<file path="config.mk">
export PLATFORM = sky130hd
export DESIGN_NAME = vga_sync_gen
export DESIGN_NICKNAME = d
export VERILOG_FILES = /design/src/rtl/vga_sync_gen.sv
export SDC_FILE = /design/constraint.sdc
export NUM_CORES = 1
export LEC_CHECK = 0
export CAP_MARGIN = 5
export CORE_ASPECT_RATIO = 0.8
export CORE_UTILIZATION = 50
export CTS_BUF_LIST = sky130_fd_sc_hd__clkbuf_8 sky130_fd_sc_hd__clkbuf_16
export DETAILED_ROUTE_END_ITERATION = 16
export DONT_BUFFER_PORTS = 1
export PLACE_DENSITY = 0.74
export SYNTH_ARGS = -nofsm -noshare
export SYNTH_HDL_FRONTEND = slang
export SYNTH_SLANG_ARGS = --single-unit
export TNS_END_PERCENT = 10
</file>
<file path="constraint.sdc">
create_clock -name clk -period 2.08 [get_ports clk]
set_input_delay 0 -clock clk [delete_from_list [all_inputs] [get_ports clk]]
set_output_delay 0 -clock clk [all_outputs]
set_load 0.05 [all_outputs]
</file>
<file path="src/rtl/vga_sync_gen.sv">
// vga_sync_gen: 640x480@60 Hz VGA raster timing with pixel enable, sync, blanking, frame_end and optional game tick
// Ports:
//   clk        system clock (CLK_DIV clocks per pixel)
//   rst_n      asynchronous active-low reset
//   pixel_tick one-clk pulse per pixel, high the cycle after the counters advance
//   pixel_x    horizontal count 0..H_TOTAL-1 (includes blanking)
//   pixel_y    vertical count 0..V_TOTAL-1 (includes blanking)
//   hsync      horizontal sync, active low
//   vsync      vertical sync, active low
//   video_on   high inside the visible area
//   frame_end  one-clk pulse when the raster leaves the last visible pixel
//   game_tick  one-clk pulse every GAME_DIV frames when VGA_GAME_TICK_EN is defined, else 0
module vga_sync_gen #(
  parameter int CLK_DIV   = 4,
  parameter int H_DISPLAY = 640,
  parameter int H_FRONT   = 16,
  parameter int H_SYNC    = 96,
  parameter int H_BACK    = 48,
  parameter int V_DISPLAY = 480,
  parameter int V_FRONT   = 10,
  parameter int V_SYNC    = 2,
  parameter int V_BACK    = 33,
  parameter int GAME_DIV  = 15
) (
  input  logic       clk,
  input  logic       rst_n,
  output logic       pixel_tick,
  output logic [9:0] pixel_x,
  output logic [9:0] pixel_y,
  output logic       hsync,
  output logic       vsync,
  output logic       video_on,
  output logic       frame_end,
  output logic       game_tick
);
  localparam int H_TOTAL = H_DISPLAY + H_FRONT + H_SYNC + H_BACK;
  localparam int V_TOTAL = V_DISPLAY + V_FRONT + V_SYNC + V_BACK;
  localparam int DW = CLK_DIV > 1 ? $clog2(CLK_DIV) : 1;
  localparam logic [DW-1:0] DIV_MAX = DW'(CLK_DIV - 1);
  localparam logic [9:0] H_MAX  = 10'(H_TOTAL - 1);
  localparam logic [9:0] V_MAX  = 10'(V_TOTAL - 1);
  localparam logic [9:0] H_DISP = 10'(H_DISPLAY);
  localparam logic [9:0] V_DISP = 10'(V_DISPLAY);
  localparam logic [9:0] V_LAST = 10'(V_DISPLAY - 1);
  localparam logic [9:0] HS_LO  = 10'(H_DISPLAY + H_FRONT);
  localparam logic [9:0] HS_HI  = 10'(H_DISPLAY + H_FRONT + H_SYNC - 1);
  localparam logic [9:0] VS_LO  = 10'(V_DISPLAY + V_FRONT);
  localparam logic [9:0] VS_HI  = 10'(V_DISPLAY + V_FRONT + V_SYNC - 1);
  logic [DW-1:0] div;
  logic          adv;
  logic          h_wrap;
  logic [9:0]    h_nxt;
  logic [9:0]    v_nxt;
  logic          fe_nxt;
  // Sync/blank flags are decoded from the next counter values so they register
  // on the same edge as pixel_x/pixel_y and stay aligned with them.
  always_comb begin
    adv    = div == DIV_MAX;
    h_wrap = adv && pixel_x == H_MAX;
    h_nxt  = adv ? (h_wrap ? 10'd0 : pixel_x + 10'd1) : pixel_x;
    v_nxt  = h_wrap ? (pixel_y == V_MAX ? 10'd0 : pixel_y + 10'd1) : pixel_y;
    fe_nxt = adv && h_nxt == H_DISP && v_nxt == V_LAST;
  end
  always_ff @(posedge clk or negedge rst_n) begin
    if (!rst_n) begin
      div        <= '0;
      pixel_tick <= 1'b0;
      pixel_x    <= '0;
      pixel_y    <= '0;
      hsync      <= 1'b1;
      vsync      <= 1'b1;
      video_on   <= 1'b1;
      frame_end  <= 1'b0;
    end else begin
      div        <= adv ? '0 : div + DW'(1);
      pixel_tick <= adv;
      pixel_x    <= h_nxt;
      pixel_y    <= v_nxt;
      hsync      <= !(h_nxt >= HS_LO && h_nxt <= HS_HI);
      vsync      <= !(v_nxt >= VS_LO && v_nxt <= VS_HI);
      video_on   <= h_nxt < H_DISP && v_nxt < V_DISP;
      frame_end  <= fe_nxt;
    end
  end
`ifdef VGA_GAME_TICK_EN
  localparam int GW = GAME_DIV > 1 ? $clog2(GAME_DIV) : 1;
  localparam logic [GW-1:0] G_MAX = GW'(GAME_DIV - 1);
  logic [GW-1:0] frame_cnt;
  always_ff @(posedge clk or negedge rst_n) begin
    if (!rst_n) begin
      frame_cnt <= '0;
      game_tick <= 1'b0;
    end else begin
      game_tick <= fe_nxt && frame_cnt == G_MAX;
      if (fe_nxt) frame_cnt <= frame_cnt == G_MAX ? '0 : frame_cnt + GW'(1);
    end
  end
`else
  assign game_tick = 1'b0 && GAME_DIV > 0;
`endif
endmodule

</file>
# After elaboration in Yosys (flattened, before gate mapping)

Index checks and enable logic that the tools add are counted.

$add $sub $neg: 3
Multiply operators: 0
Divide/modulo/power cells: 0
$lt $le $gt $ge: 6
Equality and inequality tests: 5
Shifts and indexed selects: 0
Mux-type cells: 5
Bitwise operators: 0
Reductions and logical operators: 8

Operators with widths:

| operator                                                    | count |
|---|---|
| two-way mux 10 bit                                          | 4 |
| == test 10 bit, second input constant                       | 3 |
| adder 10 x 1 -> 10 bit, second input constant               | 2 |
| == test 10 x 9 -> 1 bit, second input constant              | 1 |
| >= comparator 10 bit, second input constant                 | 1 |
| >= comparator 10 x 9 -> 1 bit, second input constant        | 1 |
| <= comparator 10 bit, second input constant                 | 1 |
| <= comparator 10 x 9 -> 1 bit, second input constant        | 1 |
| less-than comparator 10 bit, second input constant          | 1 |
| less-than comparator 10 x 9 -> 1 bit, second input constant | 1 |
| logical AND 1 bit                                           | 6 |
| adder 2 x 1 -> 2 bit, second input constant                 | 1 |
| == test 2 bit, second input constant                        | 1 |
| logical NOT 1 bit                                           | 2 |
| two-way mux 2 bit                                           | 1 |

Bits in registers: 27
Bits in latches: 0
Bits in writable memories: 0
Bits in read-only memories: 0
Input bits: 2
Output and inout bits: 26
Logic and storage cells: 35
Memories: 0

# Longest topological paths before layout

Word-level depth: 7
Mapped depth: 9
Mapped depth without buffers: 8

# Worst setup path after synthesis

Ideal clock, no wire load.

Path type: reg2reg
From: reg pixel_y[0]
To: reg vsync
Library setup time: 0.088 ns
Arrival: 2.398 ns
Data required time: 1.992 ns
Path slack: -0.406 ns
Cell stages (with the launch flop): 10
Path buffers: 1
Period minus slack after synthesis: 2.486 ns
Path through: dfrtp_1 > clkbuf_1 > inv_1 > ha_1 > nand4_1 > or4b_4 > nand2_1 > a31oi_1 > nor4_1 > or3b_1

Longest elaborated chain between the ends: 6
Elaborated cells on any way between the ends: 8
Those cells by class: add/sub (1); order compare (2); eq/ne (1); mux (2); reduce/logical (2)

Ends and longest elaborated chain:

| what                                                                           | RTL line | RTL |
|---|---|---|
| from (decl)                                                                    | 29       | `output logic [9:0] pixel_y,` |
| from (signal assigned)                                                         | 78       | `pixel_y <= v_nxt;` |
| adder 10 x 1 -> 10 bit or == test 10 bit (tied branches)                       | 61       | `v_nxt = h_wrap ? (pixel_y == V_MAX ? 10'd0 : pixel_y + 10'd1) : pixel_y;` |
| two-way mux 10 bit                                                             | 61       |  |
| two-way mux 10 bit (*)                                                         | 61       |  |
| >= comparator 10 x 9 -> 1 bit or <= comparator 10 x 9 -> 1 bit (tied branches) | 80       | `vsync <= !(v_nxt >= VS_LO && v_nxt <= VS_HI);` |
| logical AND 1 bit (*)                                                          | 80       |  |
| logical NOT 1 bit (*)                                                          | 80       |  |
| to (signal assigned)                                                           | 80       |  |
| to (decl)                                                                      | 31       | `output logic vsync,` |

Every way passes the cells marked *; elsewhere a longest branch is shown, timed or not.

# Worst setup path after layout

From: reg div[0]
To: reg vsync

Longest elaborated chain between the ends: 6
Elaborated cells on any way between the ends: 7
Those cells by class: order compare (2); eq/ne (1); mux (1); reduce/logical (3)

Ends and longest elaborated chain:

| what                                                                           | RTL line | RTL |
|---|---|---|
| from (decl)                                                                    | 49       | `logic [DW-1:0] div;` |
| from (signal assigned)                                                         | 75       | `div <= adv ? '0 : div + DW'(1);` |
| == test 2 bit (*)                                                              | 58       | `adv = div == DIV_MAX;` |
| named net adv                                                                  | 50       | `logic adv;` |
| logical AND 1 bit (*)                                                          | 59       | `h_wrap = adv && pixel_x == H_MAX;` |
| two-way mux 10 bit (*)                                                         | 61       |  |
| >= comparator 10 x 9 -> 1 bit or <= comparator 10 x 9 -> 1 bit (tied branches) | 80       |  |
| logical AND 1 bit (*)                                                          | 80       |  |
| logical NOT 1 bit (*)                                                          | 80       |  |

Mark *: on every way through the listed nets, which the timed path passes. The rest lies on a longest branch.

==> run_results.csv <==
group,metric,value,unit
floorplan,die_w,64.91,microns
route,wl_met3,418,microns
clock_network,ctsHtreeMaxLevel,1,
logic_synthesis,syn_inst,169,
clock_network,insertion_delay,280,ps
route,drt-met1-wl,1886,microns
run_status,violations,"setup timing",
floorplan,die_area,0.003396,sq mm
layout,final_cell_area,0.002061,sq mm
clock_network,cts_buffer_depth,2,
pwr,irDropWorstVdd,0.0003698,V
layout,antenna_cells,0,
setup_path,critPathCaptureType,"flip-flop",
placed_design,portBuffers,0,
timing,finalClockSkew,10.32,ps
timing,finalCritPeriodShare,109.2,%
clock_network,clk_pin_slew,100,ps
timing,slew_viol_final,0,
setup_path,cp_data_arrival_time,2480,ps
logic_synthesis,ys_async_sr_fraction,100.0,%
route,drtIter0Drc,212,
clock_network,cts_sinks,27,
pwr,p_leak,0.9119,nW
placed_design,gp_congestion,0.9000,
route,firstDrtPassIters,5,
route,route.detailed.drc,0,
route,ant_nets,0,
clock_network,cts_root_buf,"clkbuf_8",
layout,layout_common_cells,"buf_4, dfrtp_1, nand2_1",
logic_synthesis,synth_edf_count,0,
layout,filler_cell_count,217,
floorplan,top_level_ports,28,
timing,layout_setup_ws,-191.8,ps
route,viasPerCell,6.354,
logic_synthesis,yosysSeqAreaShare,42.92,%
global_route,grt_usage,29.60,%
floorplan,die_h,52.33,microns
placed_design,dpl.hpwl,3378,microns
logic_synthesis,syn_area,0.001583,sq mm
layout,area_growth,30.20,%
placed_design,dp_cells,246,
global_route,first_global_vias,1548,
layout,fin_nets,223,
logic_synthesis,synth.avg_cell_area,9.365,sq um
logic_synthesis,ys_ff_latch,27,
route,vias,1614,
pwr,power_density,412.3,mW/mm^2
global_route,grt_max_degree,28,
timing,fin_crit,2272,ps
timing,finalSetupViolations,2,
timing,fmax,440.2,MHz
clock_network,cts_made_buffers,3,
floorplan,rows,17,
placed_design,post_dp_cell_area,0.001943,sq mm
logic_synthesis,synthFlopType,"dfrtp_1",
min_path,hold_class,"in -> async",
global_route,grt_first_pass_wirelength,7396,microns
pwr,power.total,0.8496,mW
layout,fin_cells,254,
logic_synthesis,syn-num-nets,175,
floorplan,core_area,0.002872,sq mm
global_route,grt-ovfl-total,0,
run_status,outcome,"complete, but fails checks",
timing,finalHoldViolCount,0,
route,drt-total-wl,4646,microns
global_route,antenna_found_initial,0,
layout,layout_commonest_cell,"buf_4",
route,wl_per_cell,18.29,microns
route,top_layer_used,"met4",
floorplan,start_util,55.12,%
setup_path,required,2290,ps
clock_network,tritoncts,"built",
setup_path,worstSetupPathType,"reg -> reg",
setup_path,startpoint_type,"flip-flop",
job,maxCapViolCount,0,
logic_synthesis,ys_types,48,
route,dr_wl_met2,2227,microns
logic_synthesis,yosys_warnings,0,
layout,drive_gt1_share,35.65,%
setup_path,cp_max_fo,6,
timing,rsz0062_at_grt,"true",
## final timing paths
check                        from          to  slack (ps)  cells after the start
max                        div[0]       vsync        -190                      8
min                         rst_n  pixel_y[8]         140                      2
max reg2reg                div[0]       vsync        -190                      8
min reg2reg                div[0]      div[0]         430                      1
max in group asynchronous   rst_n       hsync        1710                      2
min in group clk           div[0]      div[0]         430                      1
## critical path: stages (launching register included)
cell and delay [ps]:
dfrtp_1 390, ha_1 220, and3_1 230, buf_4 160, nand4_1 250, buf_4 210
nor3_1 50, nor4_1 290, or3b_1 390
## flip-flops by register name, summed over array words and instances (netlist names)
register / cells
video_on: 1
frame_end: 1
pixel_x: 10
pixel_tick: 1
vsync: 1
div: 2
hsync: 1
pixel_y: 10
## synthesized netlist by cell type, types with 2 or more instances
| master | n | share of area (%) |
|---|---|---|
| nand4_1 | 7 | 2.8 |
| nor3_1 | 2 | 0.63 |
| buf_2 | 2 | 0.63 |
| nand3_1 | 14 | 4.4 |
| nor2_1 | 11 | 2.6 |
| a21oi_1 | 4 | 1.3 |
| nor4b_1 | 2 | 1.1 |
| nand2b_1 | 2 | 0.79 |
| o311ai_0 | 2 | 1.1 |
| dfstp_2 | 3 | 5.0 |
| dfrtp_1 | 24 | 38 |
| nand2_1 | 17 | 4.0 |
| xnor2_1 | 5 | 2.8 |
| clkbuf_1 | 5 | 1.2 |
| o211ai_1 | 2 | 0.95 |
| o31ai_1 | 2 | 0.95 |
| o21ai_0 | 9 | 2.8 |
| inv_1 | 8 | 1.9 |
| ha_1 | 4 | 3.2 |
| mux2i_1 | 2 | 1.3 |
| or3b_1 | 2 | 1.1 |
| a31oi_1 | 5 | 2.0 |
| and3_1 | 4 | 1.6 |
| xor2_1 | 5 | 2.8 |
| nor4_1 | 3 | 1.2 |
## area by class of cell
type                       count  area (sq um)  area share [%]
multi-input combinational    125         848.3           41.17
sequential                    27         683.2           33.15
timing repair buffer          52         405.4           19.67
tap                           38         47.55           2.307
clock buffer                   3         41.29           2.004
inverter                       8         30.03           1.457
clock inverter                 1         5.005          0.2429
## metrics by stage
step                TNS [ps]  worst slack (ps)  util (%)  hold WS (ps)
floorplan             -390.2            -288.5         -        -295.6
global placement      -116.2            -116.2     67.67        -294.9
detailed placement    -166.5            -150.3     67.67        -295.0
CTS                   -110.7            -110.7     71.20         143.9
global route          -581.1            -281.0     71.76         158.0
finish                -264.4            -191.8     71.76         144.8
## report_power, final
group	switching [mW]	internal, mW
registers	0	0.525
clock network	0.170	0.135
logic	0.0148	0.00510
## cell families (layout without fill, tap and decap cells)
logic type                 after synthesis  in the layout  share of synthesized area, %
other                                    1              1                        0.2369
adders and majority gates                4              4                         3.162
and+or+nand+nor                         74             74                         27.04
xor gates and xnor gates                11             11                         6.561
buffers and inverters                   17             64                         5.138
AOI/OAI and AO/OA                       33             33                         13.68
DFF                                     27             27                         42.93
muxes                                    2              2                         1.265
## metal layers
metal,up-vias,track usage [%]
met3,23,7.391
met5,-,0
met2,127,50.52
met4,0,11.48
met1,758,36.09
li1,706,-
## repair_timing
item                                    4_1_cts  5_1_grt
cloned                                        0        0
pin swaps                                     1        2
setup buffers                                 2        0
endpoints found under the hold margin        27        0
endpoints found under the setup margin        2        3
gates resized for setup                       4        3
hold buffers                                  2        0
Note: power is estimated with default switching activity, not from simulation.
